### config.mk
export PLATFORM = sky130hd
export DESIGN_NAME = chunk_cmd_dispatch
export DESIGN_NICKNAME = d
export VERILOG_FILES = /design/src/rtl/TauCfg.sv /design/src/rtl/forward_slice.sv /design/src/rtl/chunk_cmd_dispatch.sv
export SDC_FILE = /design/constraint.sdc
export NUM_CORES = 1
export LEC_CHECK = 0
export BUFFER_PORTS_ARGS = -buffer_cell sky130_fd_sc_hd__clkbuf_2
export CORE_ASPECT_RATIO = 0.75
export CORE_MARGIN = 5
export CORE_UTILIZATION = 32
export DETAILED_ROUTE_END_ITERATION = 6
export GPL_TIMING_DRIVEN = 1
export PLACE_DENSITY = 0.63
export RECOVER_POWER = 25
export SLEW_MARGIN = 20
export SYNTH_ARGS = -nofsm -noshare
export SYNTH_HDL_FRONTEND = slang
export SYNTH_HIERARCHICAL = 1
export SYNTH_SLANG_ARGS = --single-unit
### constraint.sdc
create_clock -name i_clk -period 3.4 [get_ports i_clk]
set_input_delay 0.17 -clock i_clk [delete_from_list [all_inputs] [get_ports i_clk]]
set_output_delay 0.17 -clock i_clk [all_outputs]
set_load 0.005 [all_outputs]
### src/rtl/TauCfg.sv
// Shared read-pipeline configuration.
// Widths and command encodings common to the chunk looper stages.
package TauCfg;

  localparam int GLOBAL_ADDR_BW = 32;
  localparam int CACHE_SIZE     = 16;
  localparam int VSIZE          = 8;
  localparam int DRAM_MAX_LINES = 4;

  typedef enum logic [1:0] {
    CMD_FETCH = 2'd0,
    CMD_REPL  = 2'd1,
    CMD_PAD   = 2'd2
  } ChunkCmdType;

endpackage

### src/rtl/forward_slice.sv
// One-entry registered rdy/ack stage.
// Loads whenever the held entry is empty or leaving this cycle.
module forward_slice #(
  parameter int W = 8
) (
  input  logic         i_clk,
  input  logic         i_rst,
  input  logic         in_vld,
  input  logic [W-1:0] i_data,
  output logic         in_free,
  output logic         out_rdy,
  input  logic         out_ack,
  output logic [W-1:0] o_data
);

  assign in_free = !out_rdy || out_ack;

  always_ff @(posedge i_clk) begin
    if (i_rst) begin
      out_rdy <= 1'b0;
      o_data  <= '0;
    end else if (in_free) begin
      out_rdy <= in_vld;
      if (in_vld) o_data <= i_data;
    end
  end

endmodule

### src/rtl/chunk_cmd_dispatch.sv
// Splits chunk commands into coalesced DRAM line reads
// and allocation descriptors for the aligner.
module chunk_cmd_dispatch
  import TauCfg::*;
#(
  parameter int GBW       = GLOBAL_ADDR_BW,
  parameter int CSIZE     = CACHE_SIZE,
  parameter int VSIZE     = TauCfg::VSIZE,
  parameter int MAX_LINES = DRAM_MAX_LINES,
  localparam int C_BW     = $clog2(CSIZE),
  localparam int V_BW1    = $clog2(VSIZE + 1),
  localparam int CR_BW    = $clog2(MAX_LINES + 1)
) (
  input  logic             i_clk,
  input  logic             i_rst,
  input  logic             cmd_rdy,
  output logic             cmd_ack,
  input  logic [1:0]       i_cmd_type,
  input  logic             i_cmd_islast,
  input  logic [GBW-1:0]   i_cmd_addr,
  input  logic [C_BW-1:0]  i_cmd_addrofs,
  input  logic [V_BW1-1:0] i_cmd_len,
  output logic             dramra_rdy,
  input  logic             dramra_ack,
  output logic [GBW-1:0]   o_dramra_addr,
  output logic             alloc_rdy,
  input  logic             alloc_ack,
  output logic [1:0]       o_alloc_type,
  output logic [C_BW-1:0]  o_alloc_ofs,
  output logic [V_BW1-1:0] o_alloc_len,
  output logic             o_alloc_newline,
  output logic             o_alloc_islast,
  input  logic             i_line_free
);

  localparam int AW = 2 + C_BW + V_BW1 + 2;
  localparam logic [CR_BW-1:0] CR_MAX = CR_BW'(MAX_LINES);

  logic [GBW-1:0]   last_line;
  logic             last_vld;
  logic [CR_BW-1:0] credit;

  logic          need_line;
  logic          accept;
  logic          inc;
  logic          dec;
  logic          alloc_free;
  logic          dramra_free;
  logic [AW-1:0] alloc_d;
  logic [AW-1:0] alloc_q;

  assign need_line = (i_cmd_type != CMD_PAD) &&
                     !(last_vld && (i_cmd_addr == last_line));

  // Credit check uses the registered count only.
  assign cmd_ack = !i_rst && cmd_rdy && alloc_free &&
                   (!need_line ||
                    (dramra_free && (credit < CR_MAX)));

  assign accept = cmd_ack;
  assign inc    = accept && need_line;
  assign dec    = i_line_free && (credit != '0);

  assign alloc_d = {i_cmd_type, i_cmd_addrofs, i_cmd_len,
                    need_line, i_cmd_islast};

  assign {o_alloc_type, o_alloc_ofs, o_alloc_len,
          o_alloc_newline, o_alloc_islast} = alloc_q;

  forward_slice #(.W(AW)) u_alloc (
    .i_clk   (i_clk),
    .i_rst   (i_rst),
    .in_vld  (accept),
    .i_data  (alloc_d),
    .in_free (alloc_free),
    .out_rdy (alloc_rdy),
    .out_ack (alloc_ack),
    .o_data  (alloc_q)
  );

  forward_slice #(.W(GBW)) u_dramra (
    .i_clk   (i_clk),
    .i_rst   (i_rst),
    .in_vld  (inc),
    .i_data  (i_cmd_addr),
    .in_free (dramra_free),
    .out_rdy (dramra_rdy),
    .out_ack (dramra_ack),
    .o_data  (o_dramra_addr)
  );

  always_ff @(posedge i_clk) begin
    if (i_rst) begin
      last_line <= '0;
      last_vld  <= 1'b0;
    end else if (accept) begin
      if (need_line) last_line <= i_cmd_addr;
      if (i_cmd_islast) last_vld <= 1'b0;
      else if (need_line) last_vld <= 1'b1;
    end
  end

  always_ff @(posedge i_clk) begin
    if (i_rst) begin
      credit <= '0;
    end else begin
      unique case (1'b1)
        inc && !dec: credit <= credit + CR_BW'(1);
        dec && !inc: credit <= credit - CR_BW'(1);
        default:     credit <= credit;
      endcase
    end
  end

endmodule

==> metrics.md, run 1 <==
| Metric | Value |
|---|---|
| Final setup vio count | 0 |
| NumNets Final | about 660 |
| CTS tree | done |
| # port buffers | 95 |
| Pin count of the biggest net entering global routing | 102 |
| Syn. warnings | 6 |
| Max FO, Critical Path | 34 |
| Delay-heaviest family, CP | buffers and inverters |
| Root buffer cell | clkbuf_16 |
| Synth area leader | dfxtp_1 |
| Critical Path Most Common Cell | buf_4 |
| Clk sinks | 82 |
| Share of the synthesized area in the top cell type | around a third |
| Final Skew | roughly 8.5 ps |
| R2r startpoint | last_line[18] |
| Highest-delay cell along the critical path | buf_4 |
| Grt ovf | 0 |
| Met1 Use GR | 21.4% |
| Max stage delay on crit path | 440 ps |
| Cells after Synth | 549 |
| Min-delay src | i_cmd_type[1] |
| Rel. slew slack | between 20% and 30% |
| GR Util met3 | roughly 5.0% |
| Mapped Nets | 600 |
| Initial Utilization | between 30% and 40% |
| Tcrit/Tclk final | roughly nine tenths |
| HP Class | primary input to flip-flop |
| Max VDD drop | between 200 and 300 uV |
| Pre-antenna DRT Iters | 6 |
| Die height | around 120 um |
| Routed wire length | around 14000 um |
| Clk slew on worst S/H paths | around 70 ps |
| R2R Setup Slk | around 430 ps |
| Hold Path End | u_alloc/o_data[11] |
| Share of cells above drive strength 1 | about a quarter |
| Unrepaired setup endpoints after global routing | false |
| CP startpoint kind | flip-flop |
| Crit-path cells | xnor2_1, nand4_1, nor4_4, buf_4, a31oi_1, a211oi_2, buf_4, clkbuf_2 |
| Die W | approximately 150 um |
| Worst r2r dst | credit[2] |
| Drc violations | 0 |
| H-tree Lvls | 3 |
| Die area | around 17000 um2 |
| Busiest grt layer | met2 |
| Max Cap Viol | 0 |
| Total number of vias | about 4400 |
| Vias in the first global route | approximately 4300 |
| Tot Pwr | between 2 and 3 mW |
| Vias per cell | 5.43 |
| CTS Buffer Depth | 2 |
| Status | complete, no violations |
| Area of the mapped netlist | around 4800 um2 |
| Final core occ | between 30% and 40% |
| Worst EP required | approximately 3200 ps |
| Most common cell after layout, fill and taps aside | dfxtp_1 |
| DRT iter0 DRCs | between 300 and 400 |
| Final hold viol count | 0 |
| Total clock buffers created by CTS | 9 |
| Worst R2R Path Depth | 11 |
| Achievable clock frequency | ~330 MHz |
| Placement Rows | 38 |
| Area contributors post-synth | dfxtp_1 (34%), nand3_1 (8.1%), a21bo_2 (6.7%) |
| Hold slack | 64.3 ps |
| Hold Crit Depth | 3 |
| Wirelength per Cell | 17.1 um |
| Area of the core | ~15000 um2 |
| LEAKAGE | 2.07 nW |
| Worst Setup End Kind | primary output |
| Crit path kind | flip-flop to primary output |
| Total Routing Usage GR | between 10% and 20% |
| Slew Viols, Final | 0 |
| Worst EP arrival | ~2900 ps |
| Slew @ Worst Pin | ~1100 ps |
| Netlist cell types | 40 |
| Post-CTS setup repair buffer count | 0 |
| Global-route wire length before repair | 22200 um |
| Sequential area share after synthesis | roughly a third |
| Synth-to-Final Area Change | 16.5% |
| Antenna viol nets, final | 0 |
| Post-DP HPWL | ~9000 um |
| Sum of buffers and inverters on the critical path | 3 |
| # resized after CTS | 0 |
| Min cycle time layout | 3050 ps |
| Antenna Cells | 0 |
| Synthesized flop and latch total | between 80 and 90 |
| Clk Latency, worst-skew pair | 350 ps |
| Setup TNS | 0 ps |
| Commonest non-fill, non-tap cells in the layout | dfxtp_1 (82), nand3_1 (77), clkbuf_2 (72) |
| Placer Congestion | roughly 0.79 |
| GRT met2 Usage | 24.7% |
| CTS Hold Bufs | 0 |
| IO Count | 96 |
| Initial antenna violation count | 0 |
| Avg Cell Area, Syn | 8.70 um2 |
| Cell Pwr Density | 474 nW/um2 |
state kept, by name (all words and copies together) (netlist names):
name              count
u_dramra/o_data      32
u_alloc/out_rdy       1
credit                3
last_line            32
u_alloc/o_data       12
u_dramra/out_rdy      1
last_vld              1
through the flow:
step	cells	setup WS [ps]	area (um2)
6_report	810	351	5560
5_1_grt	810	157	5560
4_1_cts	810	340	5590
3_5_place_dp	794	435	5280
3_3_place_gp	794	556	5280
2_1_floorplan	549	539	4780
power by group:
| group | internal, mW | switching [mW] |
|---|---|---|
| Sequential | 1.05 | 0.0516 |
| Combinational | 0.224 | 0.296 |
| Clock | 0.596 | 0.417 |
worst register-to-register path, stage by stage (launching register included):
cell and delay (ps):
dfxtp_1 320, xor2_1 160, nor4_1 500, nand4_1 240
nor2_1 280, a21o_1 170, ha_1 180, inv_1 60
fa_1 370, xor2_1 160, or3_1 310, a21oi_1 140
worst max path at each step:
stage / from / endpoint / cells past startpoint
floorplan: u_dramra/out_rdy / credit[2] / 14
global placement: last_line[18] / credit[2] / 11
detailed placement: last_line[18] / credit[2] / 11
CTS: last_line[12] / cmd_ack / 8
global route: last_line[12] / cmd_ack / 8
finish: last_line[12] / cmd_ack / 8
routing by layer:
metal,wire (um),vias up
met4,236,0
li1,-,2119
met1,6440,2109
met2,6060,149
met3,1120,20
met5,0,-
kinds of logic (layout without fill, tap and decap cells):
family	Yosys count	count (layout)	share of synthesized area (%)
compound gates	164	164	24.7
simple gates	201	201	26.6
xor+xnor	34	34	6.23
fa+ha+maj	2	2	0.681
flops	82	82	34.4
buf+inv	66	127	7.44
area by class of cell:
class | count | area (um2)
multi-input combinational | 401 | 2800
timing repair buffer | 106 | 546
clock inverter | 6 | 72.6
sequential | 82 | 1640
tap | 200 | 250
clock buffer | 10 | 239
fill | 1475 | 8980
inverter | 5 | 18.8
synth_stat cells:
library cell / count
nor3b_2: 10
buf_1: 2
a21o_1: 1
or4_4: 1
clkbuf_1: 32
a211oi_1: 1
dfxtp_1: 82
nor2_1: 5
and4_1: 2
or3_1: 1
nand4_1: 37
xnor2_1: 17
nand2b_1: 1
a22oi_1: 32
o21ai_0: 33
a21oi_2: 12
nand2b_4: 2
fa_1: 1
nor3b_1: 22
o31a_1: 1
nor4_1: 3
buf_6: 5
buf_8: 4
nor3_1: 2
buf_4: 1
a21bo_2: 32
buf_2: 16
xor2_1: 17
nand2_1: 3
ha_1: 1
nand3_1: 77
inv_1: 5
o2bb2ai_1: 1
nor4_4: 1
a21bo_1: 12
or4_1: 1
clkbuf_2: 1
a21oi_1: 38
nor2b_1: 33
a31oi_1: 1
(Power assumes the default switching activity.)
==> run 2, diff against run 1 <==
--- a/config.mk
+++ b/config.mk
@@ -5,13 +5,13 @@
 export SDC_FILE = /design/constraint.sdc
 export NUM_CORES = 1
 export LEC_CHECK = 0
-export BUFFER_PORTS_ARGS = -buffer_cell sky130_fd_sc_hd__clkbuf_2
-export CORE_ASPECT_RATIO = 0.75
+export CORE_ASPECT_RATIO = 1.4
 export CORE_MARGIN = 5
 export CORE_UTILIZATION = 32
 export DETAILED_ROUTE_END_ITERATION = 6
+export DONT_BUFFER_PORTS = 1
 export GPL_TIMING_DRIVEN = 1
-export PLACE_DENSITY = 0.63
+export PLACE_DENSITY_LB_ADDON = 0.12
 export RECOVER_POWER = 25
 export SLEW_MARGIN = 20
 export SYNTH_ARGS = -nofsm -noshare
==> metrics.md, run 2 (synthesis results as in run 1) <==
| Metric | Value |
|---|---|
| Status | complete, no violations |
| Wirelength per Cell | 19.5 um (+14%) |
| HP Class | primary input to flip-flop |
| Die area | 17500 um2 (about the same) |
| Most common cell after layout, fill and taps aside | dfxtp_1 |
| Total number of vias | 4160 (-5.4%) |
| Placer Congestion | 0.712 (-9.6%) |
| H-tree Lvls | 3 (unchanged) |
| R2R Setup Slk | 220 ps (-210 ps) |
| Total clock buffers created by CTS | 9 (unchanged) |
| Setup TNS | 0 ps (unchanged) |
| Max VDD drop | 261 uV (-8.5%) |
| DRT iter0 DRCs | 239 (-34%) |
| Worst EP arrival | 3410 ps (+530 ps) |
| Multi-input gate area | 2800 um2 (+0.27%) |
| Commonest non-fill, non-tap cells in the layout | dfxtp_1 (82), nand3_1 (77), dlygate4sd3_1 (40) |
| CTS Buffer Depth | 2 (unchanged) |
| CP startpoint kind | flip-flop |
| Fin worst setup slack | 218 ps (-133 ps) |
| Min-delay src | i_cmd_addr[15] |
| Routed wire length | 14500 um (+4.7%) |
| Max Cap Viol | 0 (unchanged) |
| LEAKAGE | 1.91 nW (-7.9%) |
| Min cycle time layout | 3180 ps (+133 ps) |
| Unrepaired setup endpoints after global routing | false |
| Initial antenna violation count | 0 (unchanged) |
| Crit-path cells | xnor2_1, nand4_1, nor4_4, buf_8, a31oi_1, a211oi_4, buf_4, a21bo_1, a21oi_2, dlygate4sd3_1 |
| Rel. slew slack | 55.6% (+30 points) |
| Filler cells | 1515 (+2.7%) |
| Worst Setup End Kind | flip-flop |
| Pin count of the biggest net entering global routing | 68 (-33%) |
| Clk sinks | 82 (unchanged) |
| Placement Rows | 52 (+37%) |
| Synth-to-Final Area Change | 15.4% |
| Vias per cell | 5.59 (+3.0%) |
| R2r startpoint | last_line[13] |
| Die height | 155 um (+33%) |
| Initial Utilization | 32.8% (-0.056 points) |
| Clk Latency, worst-skew pair | 340 ps (about the same) |
| Antenna Cells | 0 (unchanged) |
| IO Count | 96 (unchanged) |
| Grt ovf | 0 (unchanged) |
| Final core occ | 37.8% (-0.42 points) |
| Global-route wire length before repair | 22900 um (+3.2%) |
| Root buffer cell | clkbuf_16 |
| Biggest regs | last_line (32), u_dramra/o_data (32), u_alloc/o_data (12) |
| Clk slew on worst S/H paths | 70 ps (about the same) |
| Slew Viols, Final | 0 (unchanged) |
| Final setup vio count | 0 (unchanged) |
| CP Launch Point | last_line[13] |
| Crit path kind | flip-flop to flip-flop |
| Setup WS pre-CTS | 567 ps (+132 ps) |
| Post-DP HPWL | 8910 um (-2.4%) |
| Drc violations | 0 (unchanged) |
| Slew @ Worst Pin | 667 ps (-445 ps) |
| Total Routing Usage GR | 16.5% (+0.50 points) |
| Cell Pwr Density | 468 nW/um2 (-1.2%) |
| Worst EP required | 3630 ps (+400 ps) |
| Reg area | 1640 um2 (unchanged) |
| Antenna viol nets, final | 0 (unchanged) |
| Achievable clock frequency | 314 MHz (-4.2%) |
| Final Skew | 4.02 ps (-4.46 ps) |
| Max FO, Critical Path | 34 (unchanged) |
| NumNets Final | 601 (-8.4%) |
| Die W | 113 um (-25%) |
| Pre-antenna DRT Iters | 4 (-2) |
| Final hold viol count | 0 (unchanged) |
| Area of the core | 14600 um2 (+0.17%) |
| Share of cells above drive strength 1 | 15.7% (-11 points) |
| # port buffers | 0 (-100%) |
| Vias in the first global route | 3990 (-7.1%) |
| CTS tree | done |
| Max stage delay on crit path | 550 ps (+110 ps) |
| Tcrit/Tclk final | 93.6% (+3.9 points) |
| Highest-delay cell along the critical path | dlygate4sd3_1 |
==> run 2: changes by cell type in the layout (fill, tap and decap cells not counted), moves of 2 or more <==
cell / change
clkbuf_2: -72
clkbuf_1: -21
dlygate4sd3_1: +40
buf_4: -2
==> run 2: path summary, 6_finish.rpt <==
kind	to	depth (start not counted)
setup / recovery	u_alloc/o_data[2]	10
hold / removal	u_dramra/o_data[15]	2
setup reg to reg	u_alloc/o_data[2]	10
hold reg to reg	last_vld	2
==> run 2: critical path: cells and delay by family (launching register included) <==
family,cells,cell delay [ps]
buffers and inverters,3,1150
AOI/OAI and AO/OA,4,720
and+or+nand+nor,2,570
DFF,1,310
xor gates and xnor gates,1,310
==> run 2: power by group <==
part	switching, mW	leakage [nW]	total (mW)	internal, mW
Combinational	0.243	1.10	0.461	0.219
Clock	0.435	0.142	1.01	0.575
Sequential	0.0609	0.671	1.11	1.05
Total	0.738	1.91	2.58	1.84
==> run 2: layout make-up <==
cell class / count / area share (%)
Multi-Input combinational cell: 401 / 50.9
Sequential cell: 82 / 29.8
Timing Repair Buffer: 51 / 9.26
Tap cell: 189 / 4.29
Clock buffer: 9 / 4.09
Clock inverter: 7 / 1.38
Inverter: 5 / 0.340
==> run 2: metrics by stage <==
step	total power [mW]	std cells	instance area (um2)	hold slack (ps)
floorplan	1.48	549	4780	239
global placement	1.53	687	4780	246
detailed placement	1.54	687	4780	249
CTS	2.62	744	5510	9.13
global route	2.72	744	5510	1.33
finish	2.58	744	5510	15.6
==> run 2: repair_timing <==
| action | in CTS | in global routing |
|---|---|---|
| hold endpoints to repair | 50 | 0 |
| gates resized for setup | 0 | 3 |
| hold buffers | 41 | 0 |
| endpoints found under the setup margin | 0 | 1 |
| setup buffers | 0 | 0 |
==> run 2: metal layers <==
metal	vias up	GRT usage, %	share of wire (%)
met3	16	4.34	5.3
met5	-	0	0
met4	0	5.84	2.2
met2	99	26.6	50
met1	2031	21.1	43
li1	2014	-	-
==> run 3, diff against run 2 <==
--- a/config.mk
+++ b/config.mk
@@ -7,7 +7,7 @@
 export LEC_CHECK = 0
 export CORE_ASPECT_RATIO = 1.4
 export CORE_MARGIN = 5
-export CORE_UTILIZATION = 32
+export CORE_UTILIZATION = 45
 export DETAILED_ROUTE_END_ITERATION = 6
 export DONT_BUFFER_PORTS = 1
 export GPL_TIMING_DRIVEN = 1
@@ -16,5 +16,4 @@
 export SLEW_MARGIN = 20
 export SYNTH_ARGS = -nofsm -noshare
 export SYNTH_HDL_FRONTEND = slang
-export SYNTH_HIERARCHICAL = 1
 export SYNTH_SLANG_ARGS = --single-unit
==> metrics.md, run 3 <==
| Metric | Value |
|---|---|
| Commonest non-fill, non-tap cells in the layout | dfxtp_1 (82), a22o_1 (64), dlygate4sd3_1 (43) |
| LEAKAGE | 1.60 nW (-16%) |
| Met1 Use GR | 18.8% (-2.3 points) |
| Most common cell after layout, fill and taps aside | dfxtp_1 |
| Max VDD drop | 314 uV (+20%) |
| Syn. warnings | 0 (-6) |
| Final setup vio count | 0 (unchanged) |
| Highest-delay cell along the critical path | or3_1 |
| Crit path kind | flip-flop to flip-flop |
| Post-DP HPWL | 4340 um (-51%) |
| Area of the mapped netlist | 3180 um2 (-33%) |
| Tcrit/Tclk final | 89.1% (-4.5 points) |
| CTS Buffer Depth | 2 (unchanged) |
| Area of the core | 6940 um2 (-52%) |
| CTS tree | done |
| Biggest regs | last_line (32), u_dramra.o_data (32), u_alloc.o_data (12) |
| Post-synth EDFFs | 0 (unchanged) |
| HP Class | primary input to flip-flop |
| Max Cap Viol | 0 (unchanged) |
| IO Count | 96 (unchanged) |
| Busiest grt layer | met2 |
| Clk sinks | 82 (unchanged) |
| Die area | 8880 um2 (-49%) |
| Cell Pwr Density | 562 nW/um2 (+20%) |
| Total number of vias | 2219 (-47%) |
| Setup TNS | 0 ps (unchanged) |
| Total Routing Usage GR | 16.5% (+0.038 points) |
| Synth area leader | dfxtp_1 |
| Rel. slew slack | 54.9% (-0.63 points) |
| Unrepaired setup endpoints after global routing | false |
| Tot Pwr | 2.15 mW (-17%) |
| Drc violations | 0 (unchanged) |
| Top-count cell post-synth | dfxtp_1 |
| Worst Setup End Kind | flip-flop |
| Min-delay src | cmd_rdy |
| Initial Utilization | 45.9% (+13 points) |
| Status | complete, no violations |
| Placer Congestion | 0.685 (-3.7%) |
| CP startpoint kind | flip-flop |
| Grt ovf | 0 (unchanged) |
| Max stage delay on crit path | 480 ps (-70 ps) |
| Antenna viol nets, final | 0 (unchanged) |
| H-tree Lvls | 3 (unchanged) |
| Clk Latency, worst-skew pair | 330 ps (about the same) |
| Slew Viols, Final | 0 (unchanged) |
| Placement Rows | 36 (-31%) |
| Total clock buffers created by CTS | 9 (unchanged) |
| Pre-antenna DRT Iters | 4 (unchanged) |
| Mapped Nets | 323 (-46%) |
| Die W | 81.1 um (-28%) |
| DRT iter0 DRCs | 114 (-52%) |
| Max FO, Critical Path | 7 (-79%) |
| Clk slew on worst S/H paths | 80 ps (about the same) |
| R2r startpoint | last_line[14] |
| Worst EP arrival | 3300 ps (-110 ps) |
| NumNets Final | 363 (-40%) |
| Crit-path cells | xor2_1, nor4_1, nand4_1, or3_1, and2_2, inv_1, ha_1, inv_1, fa_1, xor2_1, or3_1, a21oi_1 |
| Cells after Synth | 272 (-50%) |
| Final hold viol count | 0 (unchanged) |
| Worst EP required | 3670 ps (+40 ps) |
| Wirelength per Cell | 17.5 um (-10%) |
| Share of the synthesized area in the top cell type | 51.6% (+17 points) |
| Routed wire length | 7160 um (-51%) |
| Netlist cell types | 34 (-15%) |
| Final non-filler cell total | 410 (-45%) |
| Vias per cell | 5.41 (-3.2%) |
| Vias in the first global route | 2218 (-44%) |
| Commonest cells in the netlist | dfxtp_1 (82), a22o_1 (64), xor2_1 (33) |
| Final Skew | 7.07 ps (+3.05 ps) |
| Synthesized flop and latch total | 82 (unchanged) |
| Initial antenna violation count | 0 (unchanged) |
| Ys async rst share | 0% (unchanged) |
| Final core occ | 55.0% (+17 points) |
| Synth-to-Final Area Change | 19.9% |
| Area contributors post-synth | dfxtp_1 (52%), a22o_1 (18%), xor2_1 (9.1%) |
| Synth Flop Type | dfxtp_1 |
| Sequential area share after synthesis | 51.6% (+17 points) |
| Global-route wire length before repair | 11100 um (-52%) |
| Die height | 110 um (-29%) |
| Avg Cell Area, Syn | 11.7 um2 (+34%) |
| Cells after DPL | 353 (-49%) |
| # resized after CTS | 0 (unchanged) |
| Slew @ Worst Pin | 676 ps (+9.52 ps) |
| Min cycle time layout | 3030 ps (-154 ps) |
| Root buffer cell | clkbuf_8 |
| Pin count of the biggest net entering global routing | 65 (-4.4%) |
| # port buffers | 0 (unchanged) |
| Achievable clock frequency | 330 MHz (+5.1%) |
| Share of cells above drive strength 1 | 9.84% (-5.8 points) |
| GRT met2 Usage | 28.7% (+2.1 points) |
| GR Util met3 | 4.92% (+0.58 points) |
| Antenna Cells | 0 (unchanged) |
| CP Launch Point | last_line[14] |
| Hold slack | 51.1 ps (+35.5 ps) |
## run 3: layer usage
layer	share of wire [%]	up-vias	wire [um]
met2	52	87	3710
met4	1.1	0	81
met5	0	-	0
met3	7.7	7	552
met1	39	1055	2810
li1	-	1070	-
## run 3: stage by stage
step                area, um2  setup slack (ps)
finish                   3820               371
global route             3820               164
CTS                      3820               313
detailed placement       3190               345
global placement         3190               383
floorplan                3180               421
## run 3: logic make-up (layout without fill, tap and decap cells)
family          Yosys count  count (layout)  synth area share [%]
mux                      10              10                  4.32
buf+inv                  25              68                  5.07
simple gates             40              40                  7.08
xor+xnor                 34              34                  9.36
fa+ha+maj                 2               2                  1.02
flops                    82              82                  51.6
compound gates           79              79                  21.6
## run 3: power breakdown
| group | internal, mW | switching [mW] | leakage, nW |
|---|---|---|---|
| Clock | 0.369 | 0.316 | 0.101 |
| Sequential | 1.06 | 0.0743 | 0.674 |
| Combinational | 0.178 | 0.146 | 0.827 |
| Total | 1.61 | 0.536 | 1.60 |
## run 3: final timing paths
| path | to | slack (ps) | depth (start not counted) |
|---|---|---|---|
| setup / recovery | credit[2] | 370 | 12 |
| setup reg to reg | credit[2] | 370 | 12 |
| hold reg to reg | u_alloc.o_data[11] | 490 | 2 |
| hold / removal | u_alloc.out_rdy | 50 | 3 |
## run 3: critical path, delay by kind of cell, from the launching register on
family	cells	cell delay (ps)
compound gates	1	140
xor+xnor	2	310
fa+ha+maj	2	540
buf+inv	2	110
flops	1	330
simple gates	5	1540
## run 3: layout make-up
type                    instances  area [um2]
multi-input cells             165        1380
fillers                       667        3120
repair buffers                 46         453
inverters                       8        30.0
flip-flops and latches         82        1640
clock buffers                  11         151
well taps                      95         119
clock inverters                 3        40.0
## run 3: what timing repair did
action                     in CTS  in global routing
setup endpoints to repair       0                  0
buffers inserted                0                  0
hold buffers                   43                  0
hold endpoints to repair       81                  0
